==> src/rtl/sdram_burst_arbiter.sv <==
// Two-master SDRAM arbiter: urgent-aware, round-robin reader/writer with writer starvation guard.
// Optional grant statistics are compiled in with `define SDRAM_ARB_STATS_EN.
module sdram_burst_arbiter #(
  parameter int ADDR_W     = 24,
  parameter int DATA_W     = 16,
  parameter int BURST_W    = 4,
  parameter int STARVE_MAX = 64
) (
  input  logic                clk_clk,
  input  logic                reset_reset,
  input  logic [ADDR_W-1:0]   wr_address,
  input  logic [BURST_W-1:0]  wr_burstcount,
  input  logic [DATA_W-1:0]   wr_writedata,
  input  logic                wr_write,
  output logic                wr_waitrequest,
  input  logic [ADDR_W-1:0]   rd_address,
  input  logic [BURST_W-1:0]  rd_burstcount,
  input  logic                rd_read,
  input  logic                rd_urgent,
  output logic                rd_waitrequest,
  output logic [DATA_W-1:0]   rd_readdata,
  output logic                rd_readdatavalid,
  output logic [ADDR_W-1:0]   sdram_address,
  output logic [BURST_W-1:0]  sdram_burstcount,
  output logic [DATA_W-1:0]   sdram_writedata,
  output logic                sdram_read,
  output logic                sdram_write,
  input  logic                sdram_waitrequest,
  input  logic                sdram_readdatavalid,
  input  logic [DATA_W-1:0]   sdram_readdata,
  output logic [15:0]         stat_wr_grants,
  output logic [15:0]         stat_rd_grants,
  output logic [15:0]         stat_starve_forces
);

  localparam int STARVE_W = $clog2(STARVE_MAX + 1);
  localparam logic [STARVE_W-1:0] STARVE_LIM  = STARVE_W'(STARVE_MAX);
  localparam logic [STARVE_W-1:0] STARVE_PRE  = STARVE_W'(STARVE_MAX - 1);

  typedef enum logic [1:0] {IDLE, RD_CMD, WR_BURST} state_t;

  state_t                state;
  logic                  last_grant_wr;
  logic [BURST_W-1:0]    beat_cnt;
  logic [STARVE_W-1:0]   starve_cnt;
  logic                  force_wr;
  logic [ADDR_W-1:0]     wr_addr_q;
  logic [BURST_W-1:0]    wr_bc_q;

  logic rd_win, grant_rd, grant_wr, beat_acc, starve_inc;

  function automatic logic [BURST_W-1:0] norm_burst(input logic [BURST_W-1:0] bc);
    return (bc == '0) ? BURST_W'(1) : bc;
  endfunction

  function automatic logic [15:0] sat_inc(input logic [15:0] v);
    return (v == 16'hFFFF) ? v : v + 16'd1;
  endfunction

  // A pending forced write only blocks the reader while the writer is still asking.
  always_comb begin
    rd_win     = rd_read && (rd_urgent || last_grant_wr || !wr_write) && !(force_wr && wr_write);
    grant_rd   = (state == IDLE) && rd_win;
    grant_wr   = (state == IDLE) && !rd_win && wr_write;
    beat_acc   = (state == WR_BURST) && !sdram_waitrequest;
    starve_inc = wr_write && (state != WR_BURST) && !grant_wr;
  end

  always_ff @(posedge clk_clk) begin
    if (reset_reset) begin
      state         <= IDLE;
      last_grant_wr <= 1'b1;
      beat_cnt      <= '0;
      starve_cnt    <= '0;
      force_wr      <= 1'b0;
      sdram_read    <= 1'b0;
      sdram_write   <= 1'b0;
    end else begin
      case (state)
        IDLE: begin
          if (grant_rd) begin
            state      <= RD_CMD;
            sdram_read <= 1'b1;
          end else if (grant_wr) begin
            state       <= WR_BURST;
            sdram_write <= 1'b1;
            beat_cnt    <= norm_burst(wr_burstcount);
          end
        end
        RD_CMD: begin
          if (!sdram_waitrequest) begin
            state         <= IDLE;
            sdram_read    <= 1'b0;
            last_grant_wr <= 1'b0;
          end
        end
        WR_BURST: begin
          if (beat_acc) begin
            beat_cnt <= beat_cnt - BURST_W'(1);
            if (beat_cnt == BURST_W'(1)) begin
              state         <= IDLE;
              sdram_write   <= 1'b0;
              last_grant_wr <= 1'b1;
            end
          end
        end
        default: state <= IDLE;
      endcase

      if (grant_wr) begin
        starve_cnt <= '0;
        force_wr   <= 1'b0;
      end else if (starve_inc && (starve_cnt != STARVE_LIM)) begin
        starve_cnt <= starve_cnt + STARVE_W'(1);
        if (starve_cnt == STARVE_PRE) force_wr <= 1'b1;
      end
    end
  end

  // Write command is frozen at grant so the writer may move on to its next address.
  always_ff @(posedge clk_clk) begin
    if (grant_wr) begin
      wr_addr_q <= wr_address;
      wr_bc_q   <= norm_burst(wr_burstcount);
    end
  end

  always_comb begin
    sdram_address    = (state == RD_CMD) ? rd_address : wr_addr_q;
    sdram_burstcount = (state == RD_CMD) ? norm_burst(rd_burstcount) : wr_bc_q;
    sdram_writedata  = wr_writedata;
    rd_waitrequest   = (state == RD_CMD)   ? sdram_waitrequest : 1'b1;
    wr_waitrequest   = (state == WR_BURST) ? sdram_waitrequest : 1'b1;
    rd_readdata      = sdram_readdata;
    rd_readdatavalid = sdram_readdatavalid;
  end

`ifdef SDRAM_ARB_STATS_EN
  always_ff @(posedge clk_clk) begin
    if (reset_reset) begin
      stat_wr_grants     <= '0;
      stat_rd_grants     <= '0;
      stat_starve_forces <= '0;
    end else begin
      if (grant_wr)             stat_wr_grants     <= sat_inc(stat_wr_grants);
      if (grant_rd)             stat_rd_grants     <= sat_inc(stat_rd_grants);
      if (grant_wr && force_wr) stat_starve_forces <= sat_inc(stat_starve_forces);
    end
  end
`else
  assign stat_wr_grants     = '0;
  assign stat_rd_grants     = '0;
  assign stat_starve_forces = '0;
`endif

endmodule

==> config.mk <==
export PLATFORM = sky130hd
export DESIGN_NAME = sdram_burst_arbiter
export DESIGN_NICKNAME = d
export VERILOG_FILES = /design/src/rtl/sdram_burst_arbiter.sv
export SDC_FILE = /design/constraint.sdc
export NUM_CORES = 1
export LEC_CHECK = 0
export CAP_MARGIN = 20
export CORE_MARGIN = 2
export CORE_UTILIZATION = 25
export DETAILED_ROUTE_END_ITERATION = 10
export SYNTH_ARGS = -nofsm -noshare
export SYNTH_HDL_FRONTEND = slang
export SYNTH_SLANG_ARGS = --single-unit
==> constraint.sdc <==
create_clock -name clk_clk -period 2.5 [get_ports clk_clk]
set_input_delay 0.5 -clock clk_clk [delete_from_list [all_inputs] [get_ports clk_clk]]
set_output_delay 0.5 -clock clk_clk [all_outputs]
set_load 0.005 [all_outputs]
== Word-level counts from Yosys, hierarchy flattened ==
Index checks and enable logic that the tools add are counted.
W data, S select, Z words.
Word-level totals
  output and inout port bits: 113
  register bits: 45
  input bits: 95
  word-level logic and storage cells: 81
Operators by class
  multiplexer cells: 27
  reduce and logical (&&, ||, !) cells: 30
  equal/unequal tests: 13
  add/subtract/negate cells: 2
Operators with widths (number)
  $mux W24: 1
  $mux W4: 6
  $ne A2 B2 Y1 const B: 6
  $reduce_and A4 Y1: 3
  $logic_and A1 B1 Y1: 10
  $mux W1: 10
  $mux W2: 5
  $logic_not A4 Y1: 2
  $pmux W4 S2: 1
  $add A7 B1 Y7 const B: 1
  $eq A7 B6 Y1 const B: 1
  $ne A7 B7 Y1 const B: 1
  $pmux W1 S2: 3
  $pmux W2 S3: 1
  $reduce_bool A2 Y1: 3
  $logic_not A1 Y1: 5
  $reduce_and A5 Y1: 1
  $eq A4 B1 Y1 const B: 1
  $sub A4 B1 Y4 const B: 1
  $ne A3 B3 Y1 const B: 1
  $reduce_and A3 Y1: 1
  $eq A2 B1 Y1 const B: 1
  $eq A2 B2 Y1 const B: 1
  $logic_not A2 Y1: 1
  4 further kinds: 5

== Logic depth before layout (Yosys ltp) ==
Gate-level depths: netlist of run 1.
  depth after elaboration: 11
  gate-level depth with buffers: 7
  gate-level depth less buffers: 6

== Least setup slack after synthesis of run 1 ==
OpenSTA, ideal clock, no wires.
  kind: input port to flip-flop
  start point: input rd_urgent
  end point: register wr_addr_q[0] (enable)
  stages on the path: 3
  required time: 2.117 ns
  setup slack: 0.484 ns
  arrival time: 1.633 ns
  setup time: 0.383 ns
  cells stage by stage: o21ba_4 > a211o_2 > inv_1
On the way
  longest elaborated chain between the ends: 7
Ends and longest elaborated chain
  start: declaration: RTL line 19  | input logic rd_urgent,
  $logic_or A1 B1 Y1 (2 in a row): RTL line 62  | rd_win = rd_read && (rd_urgent || last_grant_wr || !wr_write) && !(force_wr && wr_write);
  $logic_and A1 B1 Y1 (2 in a row): RTL line 62
  $logic_not A1 Y1: RTL line 64  | grant_wr = (state == IDLE) && !rd_win && wr_write;
  $logic_and A1 B1 Y1 (2 in a row): RTL line 64
  via grant_wr: RTL line 50  | logic rd_win, grant_rd, grant_wr, beat_acc, starve_inc;
  end signal: assignment: RTL line 123  | wr_addr_q <= wr_address;
  end: declaration: RTL line 47  | logic [ADDR_W-1:0] wr_addr_q;
The timed path passes the listed nets, and every way through them passes these cells.
A chain may end at the register's enable or synchronous reset.

== Worst setup path in the final report of run 1 ==
  start point: register state[0]
  end point: output sdram_address[16]
On the way
  longest elaborated chain between the ends: 2
Ends and longest elaborated chain
  start: declaration: RTL line 42  | state_t state;
  start signal: assignment: RTL line 71  | state <= IDLE;
  start signal: assignment: RTL line 82  | state <= RD_CMD;
  start signal: assignment: RTL line 85  | state <= WR_BURST;
  $eq A2 B1 Y1: RTL line 129  | sdram_address = (state == RD_CMD) ? rd_address : wr_addr_q;
  $mux W24: RTL line 129
  end: declaration: RTL line 23  | output logic [ADDR_W-1:0] sdram_address,
Every way passes these cells.

==> impl_metrics.toml, run 1 <==
[clock_tree]
ctsRootBufferMaster = "sky130_fd_sc_hd__clkbuf_8"
clkLatencyLatePin_ns = 0.29
cts_repair_resize_count = 0
hold_buffers = 0
cts_inserted_buffers = 5
cts_max_level = 2
clock_tree.buffer_depth = 2
cts.sinks = 45
post-cts-setup-buffers = 0
cts_tree = "built"
clock_slew_at_the_register_clock_pins_of_the_worst_setup_and_hold_paths_ns = 0.08

[synthesis]
synth.ff_latch_count = 45
synth_enable_flop_cells = 28
post_synth_inst_count = 266
asyncSetResetFlopFracSynth_pct = 0
syn_area_um2 = 2781
syn-mean-instance-area_um2 = 10.46
postSynth.topFlopCell = "sky130_fd_sc_hd__edfxtp_1"
synth_top_cells_by_area = "sky130_fd_sc_hd__edfxtp_1, sky130_fd_sc_hd__buf_4, sky130_fd_sc_hd__dfxtp_1"
synth_seq_area_share_pct = 42.47
yosysWarningCount = 0
synth_top_area_share_pct = 30.23
synth_top_area_cell = "sky130_fd_sc_hd__edfxtp_1"
synth_cell_types = 40

[floorplanning]
floorplan.initialDensity_pct = 25.66
die-area_um2 = 11990
design.core.area_um2 = 10840
top_level_ports = 208
chipHeight_um = 109.5
die-width_um = 109.5
floorplan.rows = 38

[sta]
fmax_mhz = 425.2
finClkSkew_ns = 0.006133
timing.final.max_slew_violations = 0
report.final.hold_viol_count = 0
totalNegativeSetupSlack_ns = 0
fin_crit_sh_pct = 94.07
final_setup_violations = 0
final.setup.worst_slack_ns = 0.1483
grt_setup_unrepaired = "false"
period_minus_ws_final_ns = 2.352

[status]
run_status = "completed"

[global_routing]
grt_util_all_layers_pct = 9.221
via_count_of_the_first_global_routing_pass = 1692
antenna_found_initial = 0
grt_overflow = 0
wire_length_of_the_first_global_routing_pass_um = 8452
grt_max_degree = 30

[layout]
antenna_cells = 0
area_growth_pct = 28.48
finish.utilization_pct = 32.96
finish.net_count = 427
fraction_of_layout_cells_with_a_size_suffix_above_1_pct = 14.33
final_cell_mix = "sky130_fd_sc_hd__clkdlybuf4s50_1, sky130_fd_sc_hd__conb_1, sky130_fd_sc_hd__edfxtp_1"
final_common_cell = "sky130_fd_sc_hd__clkdlybuf4s50_1"

[route]
drt-pass1-iter-count = 4
drt_drc_violations_left = 0
detail_route.vias_per_cell = 4.143
dr_iter_0_viols = 136
via_count_of_the_routed_design = 1939
finalWirelength_um = 5905
routed_length_per_instance_um = 12.62
antenna_left = 0

[placement]
dp_worst_setup_slack_ns = 0.1640
gpl.final_weighted_congestion = 0.7254
numPortBuffers = 93
hpwl_um = 4646

[pwr]
p_leak_nw = 1.315
power.density_cell_area_nw_per_um2 = 506.9
fin_total_pwr_w = 0.001811
power.ir.vdd_worst_mv = 0.2577

[flow_run]
max_cap_viol_count = 0

[critical_path]
cp_data_arrival_time_ns = 1.85
cp-start-kind = "flip-flop"
worst_setup_path_end_kind = "output pin"
critPathRequiredTime_ns = 2.00
critical_setup_path_kind = "flip-flop to output pin"
timing.critical_path.fanout_max = 29

[min_path]
hp-class = "flip-flop to flip-flop"
cells in the mapped netlist, types with 3 or more instances:
master and count:
sky130_fd_sc_hd__nor2_1 8, sky130_fd_sc_hd__inv_1 10, sky130_fd_sc_hd__nand2_1 3, sky130_fd_sc_hd__dfxtp_1 17, sky130_fd_sc_hd__nand2b_1 3, sky130_fd_sc_hd__or3_1 7
sky130_fd_sc_hd__ha_1 4, sky130_fd_sc_hd__nand3_1 3, sky130_fd_sc_hd__a21oi_1 16, sky130_fd_sc_hd__nor3_1 5, sky130_fd_sc_hd__o21ai_0 10, sky130_fd_sc_hd__mux2_2 27
sky130_fd_sc_hd__edfxtp_1 28, sky130_fd_sc_hd__nor3b_1 3, sky130_fd_sc_hd__clkbuf_1 5, sky130_fd_sc_hd__buf_4 83
where the power goes:
part | internal, W | switching (W) | leakage (nW)
registers | 0.000838 | 0.0000205 | 0.399
clock network | 0.000290 | 0.000226 | 0.0540
logic | 0.000268 | 0.000168 | 0.861
total | 0.00140 | 0.000415 | 1.31
worst paths after layout:
path	from	to	slack, ns	depth (start not counted)
worst min register to register	force_wr	force_wr	0.46	2
worst max-delay path	state[0]	sdram_address[16]	0.15	5
worst max register to register	state[1]	wr_addr_q[15]	0.89	5
worst min-delay path	force_wr	force_wr	0.46	2
cell families (layout without fill, tap and decap cells):
| logic type | after synthesis | count (layout) | share of synthesized area, % |
|---|---|---|---|
| muxes | 29 | 29 | 11.65 |
| adders and majority gates | 4 | 4 | 1.799 |
| DFF | 45 | 45 | 42.47 |
| AOI/OAI and AO/OA | 38 | 38 | 8.458 |
| buffers and inverters | 102 | 117 | 25.60 |
| and+or+nand+nor | 47 | 47 | 9.896 |
| other | 1 | 48 | 0.1348 |
cell type report:
| class | instances | area [um^2] |
|---|---|---|
| fillers | 1079 | 7267 |
| flip-flops and latches | 45 | 1181 |
| multi-input cells | 166 | 1067 |
| repair buffers | 100 | 1008 |
| well taps | 140 | 175.2 |
| clock buffers | 5 | 68.82 |
| inverters | 10 | 37.54 |
| clock inverters | 2 | 35.03 |
per-layer routing:
metal / vias to the layer above / global-route usage [%] / share of wire [%]
met4: 0 / 3.888 / 1.4
met5: - / 0 / 0
met1: 906 / 10.91 / 42
li1: 921 / - / -
met2: 108 / 14.68 / 43
met3: 4 / 3.853 / 14
state kept, by name, summed over array words and instances (netlist names):
name           cells
wr_addr_q         24
starve_cnt         7
beat_cnt           4
wr_bc_q            4
state              2
force_wr           1
last_grant_wr      1
sdram_read         1
sdram_write        1
critical path, cell delays in order, from the launching register on:
cell and delay [ns]:
sky130_fd_sc_hd__dfxtp_1 0.33, sky130_fd_sc_hd__inv_1 0.07, sky130_fd_sc_hd__nor2_2 0.13, sky130_fd_sc_hd__buf_12 0.20, sky130_fd_sc_hd__mux2_2 0.37, sky130_fd_sc_hd__clkdlybuf4s50_1 0.45
metrics by stage:
stage	cells	cell area, um^2	hold slack (ns)
global placement	461	3470	0.4432
floorplan	313	2958	0.4259
global route	468	3573	0.4712
detailed placement	461	3470	0.4455
CTS	468	3573	0.4569
finish	468	3573	0.4556
Note: power is estimated with default switching activity, not from simulation.
==> run 2, diff against run 1 <==
REMOVE_ABC_BUFFERS = 1   (was default)
==> run 2 against run 1 <==
Compared with the run above: design area increased by 0.60%; count of clock-buffer cells in the layout increased by 1; critical path depth is the same; first-iteration DRC count down 71%; utilization up 0.20 points; highest routed layer unchanged; sequential share of layout area is 0.20 points lower; largest power group unchanged; clock skew rose by 0.0042 ns; fmax decreased by 2.0%.
==> impl_metrics.toml, run 2 (same netlist as run 1, synthesis figures left out) <==
[clock_tree]
cts_inserted_buffers = 5
cts_tree = "built"
ctsRootBufferMaster = "sky130_fd_sc_hd__clkbuf_8"
cts_max_level = 2
clkLatencyLatePin_ns = 0.29
clock_slew_at_the_register_clock_pins_of_the_worst_setup_and_hold_paths_ns = 0.09
hold_buffers = 0
cts.sinks = 45
clock_tree.buffer_depth = 2

[sta]
grt_setup_unrepaired = "false"
period_minus_ws_final_ns = 2.400
fin_hold_ws_ns = 0.4542
finClkSkew_ns = 0.01036
fin_crit_sh_pct = 95.99
final_setup_violations = 0
totalNegativeSetupSlack_ns = 0
timing.final.max_slew_violations = 0
fmax_mhz = 416.7
report.final.hold_viol_count = 0

[layout]
ff_latch_area_um2 = 1181
n_fill_cell = 1104
finish.net_count = 427
regMostFlops = "wr_addr_q"
final_cell_mix = "sky130_fd_sc_hd__clkdlybuf4s50_1, sky130_fd_sc_hd__conb_1, sky130_fd_sc_hd__edfxtp_1"
finish.utilization_pct = 33.16
antenna_cells = 0
largest_register_ffs = 24
reg.largest.list = "wr_addr_q x24, starve_cnt x7"
instances_no_fill = 469
multi_input_comb_area_um2 = 1072
fraction_of_layout_cells_with_a_size_suffix_above_1_pct = 14.59
area_growth_pct = 29.24
final_common_cell = "sky130_fd_sc_hd__clkdlybuf4s50_1"

[global_routing]
grt_overflow = 0
antenna_found_initial = 0
wire_length_of_the_first_global_routing_pass_um = 9432
grt_max_degree = 29
via_count_of_the_first_global_routing_pass = 1778
grt_util_all_layers_pct = 10.51

[route]
via_count_of_the_routed_design = 1949
detail_route.vias_per_cell = 4.156
dr_iter_0_viols = 40
antenna_left = 0
routed_length_per_instance_um = 14.36
drt-pass1-iter-count = 5
finalWirelength_um = 6735
drt_drc_violations_left = 0

[critical_path]
critical_path.max_stage_delay_ns = 0.46
worst_setup_path_end_kind = "output pin"
critical_setup_path_kind = "flip-flop to output pin"
cp_data_arrival_time_ns = 1.90
cp_slowest_cell = "sky130_fd_sc_hd__clkdlybuf4s50_1"
path_buf_inv = 3
critical-path-top-delay-family = "buffers and inverters"
cp-start-kind = "flip-flop"
critPathRequiredTime_ns = 2.00
timing.critical_path.fanout_max = 27
crit_path_cell_trace = "inv_1 -> nor2_4 -> buf_12 -> mux2_2 -> clkdlybuf4s50_1"

[pwr]
power.ir.vdd_worst_mv = 0.2391
p_leak_nw = 1.319
power.density_cell_area_nw_per_um2 = 521.9

[floorplanning]
die-area_um2 = 11990
floorplan.rows = 38
design.core.area_um2 = 10840
top_level_ports = 208
die-width_um = 109.5
floorplan.initialDensity_pct = 25.66
chipHeight_um = 109.5

[placement]
post-place-cells = 461
numPortBuffers = 93
gpl.final_weighted_congestion = 0.7139
hpwl_um = 5248

[flow_run]
max_cap_viol_count = 0

[status]
run_status = "completed"

[min_path]
hp-class = "flip-flop to flip-flop"
[run 2: cell types whose count changed in the layout (fill, tap and decap cells not counted), sizes merged]
| cell | before | now |
|---|---|---|
| clkinvlp | 0 | 1 |
| clkinv | 1 | 0 |
| clkbuf | 5 | 6 |
[run 2: worst paths after layout]
kind | slack [ns] | depth (start not counted) | startpoint | to
worst min-delay path | 0.45 | 2 | force_wr | force_wr
worst max register to register | 0.86 | 5 | state[1] | wr_addr_q[1]
worst min register to register | 0.45 | 2 | force_wr | force_wr
worst max-delay path | 0.10 | 5 | state[0] | sdram_address[8]
[run 2: routing by layer]
layer | track usage (%) | up-vias | part of all wire (%)
met3 | 6.580 | 5 | 15
met4 | 2.170 | 0 | 0.79
met1 | 14.04 | 876 | 46
met5 | 1.786 | - | 0
li1 | - | 927 | -
met2 | 14.11 | 141 | 39
[run 2: per-stage QoR]
stage / setup slack [ns] / power, W / area (um^2)
3_3_place_gp: 0.1726 / 0.001310 / 3470
3_5_place_dp: 0.1462 / 0.001315 / 3470
2_1_floorplan: -0.2192 / 0.001049 / 2283
5_1_grt: 0.01146 / 0.001973 / 3595
6_report: 0.1003 / 0.001876 / 3595
4_1_cts: 0.0003830 / 0.001901 / 3590
[run 2: layout make-up]
cell class	instances	area share (%)
repair buffers	100	28.05
inverters	10	1.044
flip-flops and latches	45	32.86
clock inverters	2	1.044
multi-input cells	166	29.83
well taps	140	4.873
clock buffers	6	2.297
[run 2: worst min-delay path, delay by kind of cell, from the launching register on]
family          cells  cell delay, ns
compound gates      1            0.05
flops               1            0.32
buf+inv             1            0.05
[run 2: what timing repair did]
action	in CTS	in global routing
setup buffers	0	0
setup endpoints to repair	0	26
resized for setup	0	1
[run 2: report_power, final]
group	switching, W	internal [W]	total, W
Combinational	0.000172	0.000268	0.000440
Sequential	0.0000207	0.000838	0.000859
Clock	0.000252	0.000325	0.000577
